## src/rtl/eth_mdio_pkg.sv

```systemverilog
// eth_mdio_pkg: CSR word map, PHY register bit positions and init sequencer states
package eth_mdio_pkg;
    localparam logic [5:0] ADDR_REG  = 6'h21;
    localparam logic [5:0] REG_BMCR  = 6'h00;
    localparam logic [5:0] REG_BMSR  = 6'h01;
    localparam logic [5:0] REG_PHYSR = 6'h11;
    localparam int BMCR_RST     = 15;
    localparam int BMSR_LINK    = 2;
    localparam int PHYSR_SPD_HI = 15;
    typedef enum logic [2:0] {
        WAIT_START,
        SET_ADDR,
        WR_BMCR,
        RST_GAP,
        RD_BMCR,
        RD_BMSR,
        RD_PHYSR,
        POLL_WAIT
    } init_state_t;
    function automatic logic is_access(input init_state_t s);
        return s inside {SET_ADDR, WR_BMCR, RD_BMCR, RD_BMSR, RD_PHYSR};
    endfunction
    function automatic logic [5:0] access_addr(input init_state_t s);
        return s == SET_ADDR ? ADDR_REG : s == RD_BMSR ? REG_BMSR : s == RD_PHYSR ? REG_PHYSR : REG_BMCR;
    endfunction
endpackage

```

## src/rtl/mdio_csr_access.sv

```systemverilog
// mdio_csr_access: one Avalon-MM CSR access per start pulse, holds the bus until waitrequest drops
//   start/is_read/addr/wdata : access request, sampled only while the bus is idle
//   done/rdata               : one-cycle completion pulse, read data [15:0] captured at completion
//   csr_*                    : Avalon-MM initiator port towards eth_mdio
module mdio_csr_access (
    input  logic        clk_50,
    input  logic        rst_n,
    input  logic        start,
    input  logic        is_read,
    input  logic [5:0]  addr,
    input  logic [31:0] wdata,
    output logic        done,
    output logic [15:0] rdata,
    output logic        csr_write,
    output logic        csr_read,
    output logic [5:0]  csr_address,
    output logic [31:0] csr_writedata,
    input  logic [31:0] csr_readdata,
    input  logic        csr_waitrequest
);
    logic active;
    logic unused_rdata_hi;
    assign active = csr_read | csr_write;
    assign unused_rdata_hi = ^csr_readdata[31:16];
    always_ff @(posedge clk_50 or negedge rst_n) begin
        if (!rst_n) begin
            csr_write     <= 1'b0;
            csr_read      <= 1'b0;
            csr_address   <= '0;
            csr_writedata <= '0;
            done          <= 1'b0;
            rdata         <= '0;
        end else begin
            done <= 1'b0;
            if (active && !csr_waitrequest) begin
                csr_write <= 1'b0;
                csr_read  <= 1'b0;
                done      <= 1'b1;
                if (csr_read) rdata <= csr_readdata[15:0];
            end else if (start && !active) begin
                csr_write     <= !is_read;
                csr_read      <= is_read;
                csr_address   <= addr;
                csr_writedata <= is_read ? '0 : wdata;
            end
        end
    end
endmodule

```

## src/rtl/phy_mdio_init.sv

```systemverilog
// phy_mdio_init: brings the RGMII PHY out of reset via eth_mdio CSRs, then polls link and speed forever
//   clk_50, rst_n          : clock, asynchronous active-low reset
//   csr_*                  : Avalon-MM initiator port to eth_mdio
//   init_done / cfg_error  : BMCR reset self-cleared / never cleared (sticky, exclusive)
//   link_up / link_speed   : BMSR link bit and PHYSR speed field from the last poll round
module phy_mdio_init
    import eth_mdio_pkg::*;
#(
    parameter logic [4:0]  PHY_ADDR      = 5'd0,
    parameter logic [23:0] START_DELAY   = 24'd50000,
    parameter logic [15:0] BMCR_INIT     = 16'h9140,
    parameter logic [15:0] RST_POLL_GAP  = 16'd1000,
    parameter logic [7:0]  RST_POLL_MAX  = 8'd100,
    parameter logic [23:0] POLL_INTERVAL = 24'd5000000
) (
    input  logic        clk_50,
    input  logic        rst_n,
    output logic        csr_write,
    output logic        csr_read,
    output logic [5:0]  csr_address,
    output logic [31:0] csr_writedata,
    input  logic [31:0] csr_readdata,
    input  logic        csr_waitrequest,
    output logic        init_done,
    output logic        cfg_error,
    output logic        link_up,
    output logic [1:0]  link_speed
);
    init_state_t state, state_n;
    logic [23:0] cnt;
    logic [7:0]  poll_cnt;
    logic [7:0]  poll_max;
    logic        poll_last;
    logic        start;
    logic        is_read;
    logic [5:0]  addr;
    logic [31:0] wdata;
    logic        done;
    logic [15:0] rdata;
    assign poll_max  = RST_POLL_MAX == 8'd0 ? 8'd1 : RST_POLL_MAX;
    assign poll_last = (poll_cnt + 8'd1) == poll_max;
    mdio_csr_access u_access (
        .clk_50          (clk_50),
        .rst_n           (rst_n),
        .start           (start),
        .is_read         (is_read),
        .addr            (addr),
        .wdata           (wdata),
        .done            (done),
        .rdata           (rdata),
        .csr_write       (csr_write),
        .csr_read        (csr_read),
        .csr_address     (csr_address),
        .csr_writedata   (csr_writedata),
        .csr_readdata    (csr_readdata),
        .csr_waitrequest (csr_waitrequest)
    );
    // Accesses are launched on entry to an access state, so a zero-length wait issues immediately
    always_comb begin
        state_n = state;
        case (state)
            WAIT_START: state_n = cnt == START_DELAY ? SET_ADDR : WAIT_START;
            SET_ADDR:   state_n = done ? WR_BMCR : SET_ADDR;
            WR_BMCR:    state_n = done ? RST_GAP : WR_BMCR;
            RST_GAP:    state_n = cnt == {8'b0, RST_POLL_GAP} ? RD_BMCR : RST_GAP;
            RD_BMCR:    state_n = !done ? RD_BMCR : (!rdata[BMCR_RST] || poll_last) ? RD_BMSR : RST_GAP;
            RD_BMSR:    state_n = done ? RD_PHYSR : RD_BMSR;
            RD_PHYSR:   state_n = done ? POLL_WAIT : RD_PHYSR;
            POLL_WAIT:  state_n = cnt == POLL_INTERVAL ? RD_BMSR : POLL_WAIT;
            default:    state_n = WAIT_START;
        endcase
        start   = is_access(state_n) && state_n != state;
        is_read = !(state_n == SET_ADDR || state_n == WR_BMCR);
        addr    = access_addr(state_n);
        wdata   = state_n == SET_ADDR ? {11'b0, PHY_ADDR, 16'b0} : {16'b0, BMCR_INIT};
    end
    always_ff @(posedge clk_50 or negedge rst_n) begin
        if (!rst_n) begin
            state      <= WAIT_START;
            cnt        <= '0;
            poll_cnt   <= '0;
            init_done  <= 1'b0;
            cfg_error  <= 1'b0;
            link_up    <= 1'b0;
            link_speed <= 2'b00;
        end else begin
            state <= state_n;
            cnt   <= state_n != state ? '0 : cnt + 24'd1;
            if (state == RD_BMCR && done) begin
                poll_cnt  <= poll_cnt + 8'd1;
                init_done <= init_done | !rdata[BMCR_RST];
                cfg_error <= cfg_error | (rdata[BMCR_RST] & poll_last);
            end
            if (state == RD_BMSR && done) link_up <= rdata[BMSR_LINK];
            if (state == RD_PHYSR && done) link_speed <= rdata[PHYSR_SPD_HI -: 2];
        end
    end
endmodule

```

## config.mk

```make
export PLATFORM = sky130hd
export DESIGN_NAME = phy_mdio_init
export DESIGN_NICKNAME = d
export VERILOG_FILES = /design/src/rtl/eth_mdio_pkg.sv /design/src/rtl/mdio_csr_access.sv /design/src/rtl/phy_mdio_init.sv
export SDC_FILE = /design/constraint.sdc
export NUM_CORES = 1
export LEC_CHECK = 0
export CORE_AREA = 4 4 101 103
export DETAILED_ROUTE_END_ITERATION = 8
export DIE_AREA = 0 0 105 107
export PLACE_DENSITY = 0.59
export SLEW_MARGIN = 20
export SYNTH_ARGS = -nofsm -noshare
export SYNTH_HDL_FRONTEND = slang
export SYNTH_SLANG_ARGS = --single-unit
```

## constraint.sdc

```tcl
create_clock -name clk_50 -period 3.9 [get_ports clk_50]
set_input_delay 1.17 -clock clk_50 [delete_from_list [all_inputs] [get_ports clk_50]]
set_output_delay 1.17 -clock clk_50 [all_outputs]
set_load 0.01 [all_outputs]
```

==> impl_metrics.tcl <==
set metrics [dict create \
    outcome "complete, no violations" \
    synth_common_cells "50 x dfrtp_1, 38 x nor2_1, 34 x buf_4" \
    synth.avg_cell_area_sq_um 10.0 \
    wl_um 4710 \
    hold_viol 0 \
    fmax_mhz 306 \
    slew_viol_final 0 \
    drtIter0Drc 69 \
    critPathLaunchType "register" \
    r2r_cells 9 \
    cts_buffer_depth 2 \
    htreeDepth 2 \
    cellLeakagePower_nw 1.41 \
    instances_no_fill 401 \
    combPwrFrac 0.030 \
    cts_resized 0 \
    pin_count 80 \
    drive_gt1_frac 0.0966 \
    grt_overflow_total 0 \
    hold_class "reg2reg" \
    dp_cells 393 \
    cts-root-buf "clkbuf_8" \
    synth_edf_count 0 \
    tightestPinTransition_ns 0.535 \
    crit_required_ns 4.09 \
    synth_area_leaders "dfrtp_1 46%, buf_4 9.4%, xor2_1 5.8%" \
    powerDensity_mw_per_mm2 323 \
    worstSkewPairLatency_ns 0.30 \
    ir_drop_v 0.000132 \
    top_layer_used "met4" \
    seqCellArea_sq_mm 0.00125 \
    grt_pass1_wl_um 8080 \
    yosysSeqAreaShare 0.460 \
    syn_inst 271 \
    crit_path_end_kind "register" \
    yosys.area.top_type_share 0.460 \
    yosys_warnings 0 \
    start_util 0.296 \
    dieArea_sq_mm 0.0112 \
    syn_area_sq_mm 0.00272 \
    drt-pass1-iter-count 4 \
    holdBufCountCts 0 \
    rsz0062_at_grt "false" \
    place_area_sq_mm 0.00289 \
    final_antenna_net_count 0 \
    area_growth_pct 11.3 \
    crit_fanout 6 \
    whs_path_depth 1 \
    first_global_vias 1726 \
    ys.flop_type "dfrtp_1" \
    diodes 0 \
    wl_met2_um 2180 \
    fin_setup_tns_ns 0 \
    clk_pin_slew_worst_paths_ns 0.10 \
    seq_power_share 0.530 \
    switching_share 0.203 \
    tritoncts "done" \
    fin_nets 327 \
    die_w_um 105 \
    final_cell_area_sq_mm 0.00303 \
    globalplace.congestion 0.817 \
    clock_sinks 50 \
    die_h_um 107 \
    gr-usage-all-layers 0.0868 \
    rows 35 \
    viasPerCell 4.49 \
    synth_top_area_cell "dfrtp_1" \
    post-route-period-util 0.838 \
    hpwl_um 3400 \
    power.switching_uw 199 \
    drt-met1-wl_um 2240 \
    crit_type "reg2reg" \
    finalSetupViolations 0 \
    num_vias 1800 \
    grt_antenna_before_repair 0 \
    grt_start_max_net_pins 28 \
    p_int_uw 779 \
    finalCriticalPeriod_ns 3.27 \
    core_sq_mm 0.00920 \
    fillers 929 \
    clock_power_share 0.441 \
    multi_input_area_sq_mm 0.00127 \
    max_cap_violations 0 \
    synth_seq_cells 50 \
    worst_clock_skew_ns 0.0100 \
    synthArstFlopShare 1.00 \
    maxSlewHeadroom 0.644 \
    wl_per_cell_um 11.7 \
    dr_wl_met3_um 235 \
    critPathArrivalTime_ns 3.46 \
    synth_most_common_cell "dfrtp_1" \
    route.detailed.drc 0 \
    numPortBuffers 19 \
    ys_types 43 \
    post_cts_buffers 0 \
    cts_made_buffers 5 \
]
worst max-delay path, stage by stage (launching register included):
cell	delay, ns
dfrtp_1	0.43
inv_1	0.07
ha_1	0.15
or4b_1	0.53
or4_1	0.61
nor4_1	0.29
o21a_1	0.20
o31a_1	0.14
and4b_1	0.41
mux2_4	0.34
power by group through the flow:
stage / clock network (mW) / registers [mW] / logic (mW)
2_1_floorplan: 0 / 0.528 / 0.0360
3_3_place_gp: 0 / 0.528 / 0.0291
5_1_grt: 0.464 / 0.518 / 0.0331
4_1_cts: 0.446 / 0.518 / 0.0292
3_5_place_dp: 0 / 0.528 / 0.0292
6_report: 0.431 / 0.518 / 0.0289
routing by layer:
layer	track usage	up-vias
li1	-	891
met1	0.113	861
met2	0.143	41
met3	0.0229	7
met4	0.0234	0
met5	0	-
state kept, by name, indices dropped and copies added (netlist names), 2 cells and up:
name	cells
link_speed	2
u_access.rdata	3
poll_cnt	8
cnt	24
state	3
u_access.csr_address	3
logic make-up (layout without fill, tap and decap cells):
kind of cell,count (synthesis),count (layout),synth area share
fa+ha+maj,3,3,0.0138
flops,50,50,0.460
other cells,1,31,0.00138
simple gates,112,112,0.219
xor+xnor,29,29,0.0934
compound gates,20,20,0.0552
mux,9,9,0.0428
buf+inv,47,36,0.115
through the flow:
stage | worst slack (ns) | util | total power, mW | hold WS [ns]
final | 0.630 | 0.329 | 0.978 | 0.470
after global routing | 0.394 | 0.329 | 1.01 | 0.494
after detailed placement | 0.626 | 0.314 | 0.557 | 0.455
after CTS | 0.601 | 0.329 | 0.993 | 0.478
after global placement | 0.622 | 0.314 | 0.557 | 0.447
after floorplan | 0.877 | - | 0.564 | 0.456
area by class of cell:
cell class / count / area share
multi-input cells: 204 / 0.419
repair buffers: 22 / 0.0686
clock buffers: 5 / 0.0227
well taps: 111 / 0.0459
inverters: 6 / 0.00744
clock inverters: 3 / 0.0227
flip-flops and latches: 50 / 0.413
layout by cell type, fill, tap and decap left out, types with 2 or more instances in the layout:
| cell type | count |
|---|---|
| dfrtp_1 | 50 |
| nor2_1 | 38 |
| conb_1 | 31 |
| nand2_1 | 19 |
| xor2_1 | 18 |
| clkdlybuf4s50_1 | 18 |
| nand3_1 | 12 |
| xnor2_1 | 11 |
| nand4_1 | 8 |
| and3_1 | 7 |
| inv_1 | 6 |
| mux2_2 | 5 |
| clkbuf_8 | 5 |
| nor4_1 | 4 |
| o21a_1 | 4 |
| nor2b_1 | 4 |
| mux2_4 | 4 |
| or4bb_1 | 3 |
| or4_1 | 3 |
| o21ai_0 | 3 |
| nor3_1 | 3 |
| ha_1 | 3 |
| buf_4 | 3 |
| nand3b_1 | 2 |
| or2_2 | 2 |
| a21oi_1 | 2 |
| a22o_1 | 2 |
| a21o_1 | 2 |
| bufinv_16 | 2 |
final timing paths:
check | startpoint | endpoint | slack, ns
min in group asynchronous | rst_n | poll_cnt[0] | 0.83
worst min register to register | init_done | init_done | 0.47
worst min-delay path | init_done | init_done | 0.47
worst max register to register | cnt[0] | u_access.csr_address[4] | 0.63
worst max-delay path | cnt[0] | u_access.csr_address[4] | 0.63
max in group asynchronous | rst_n | cnt[9] | 2.31
Note: power is estimated with default switching activity, not from simulation.
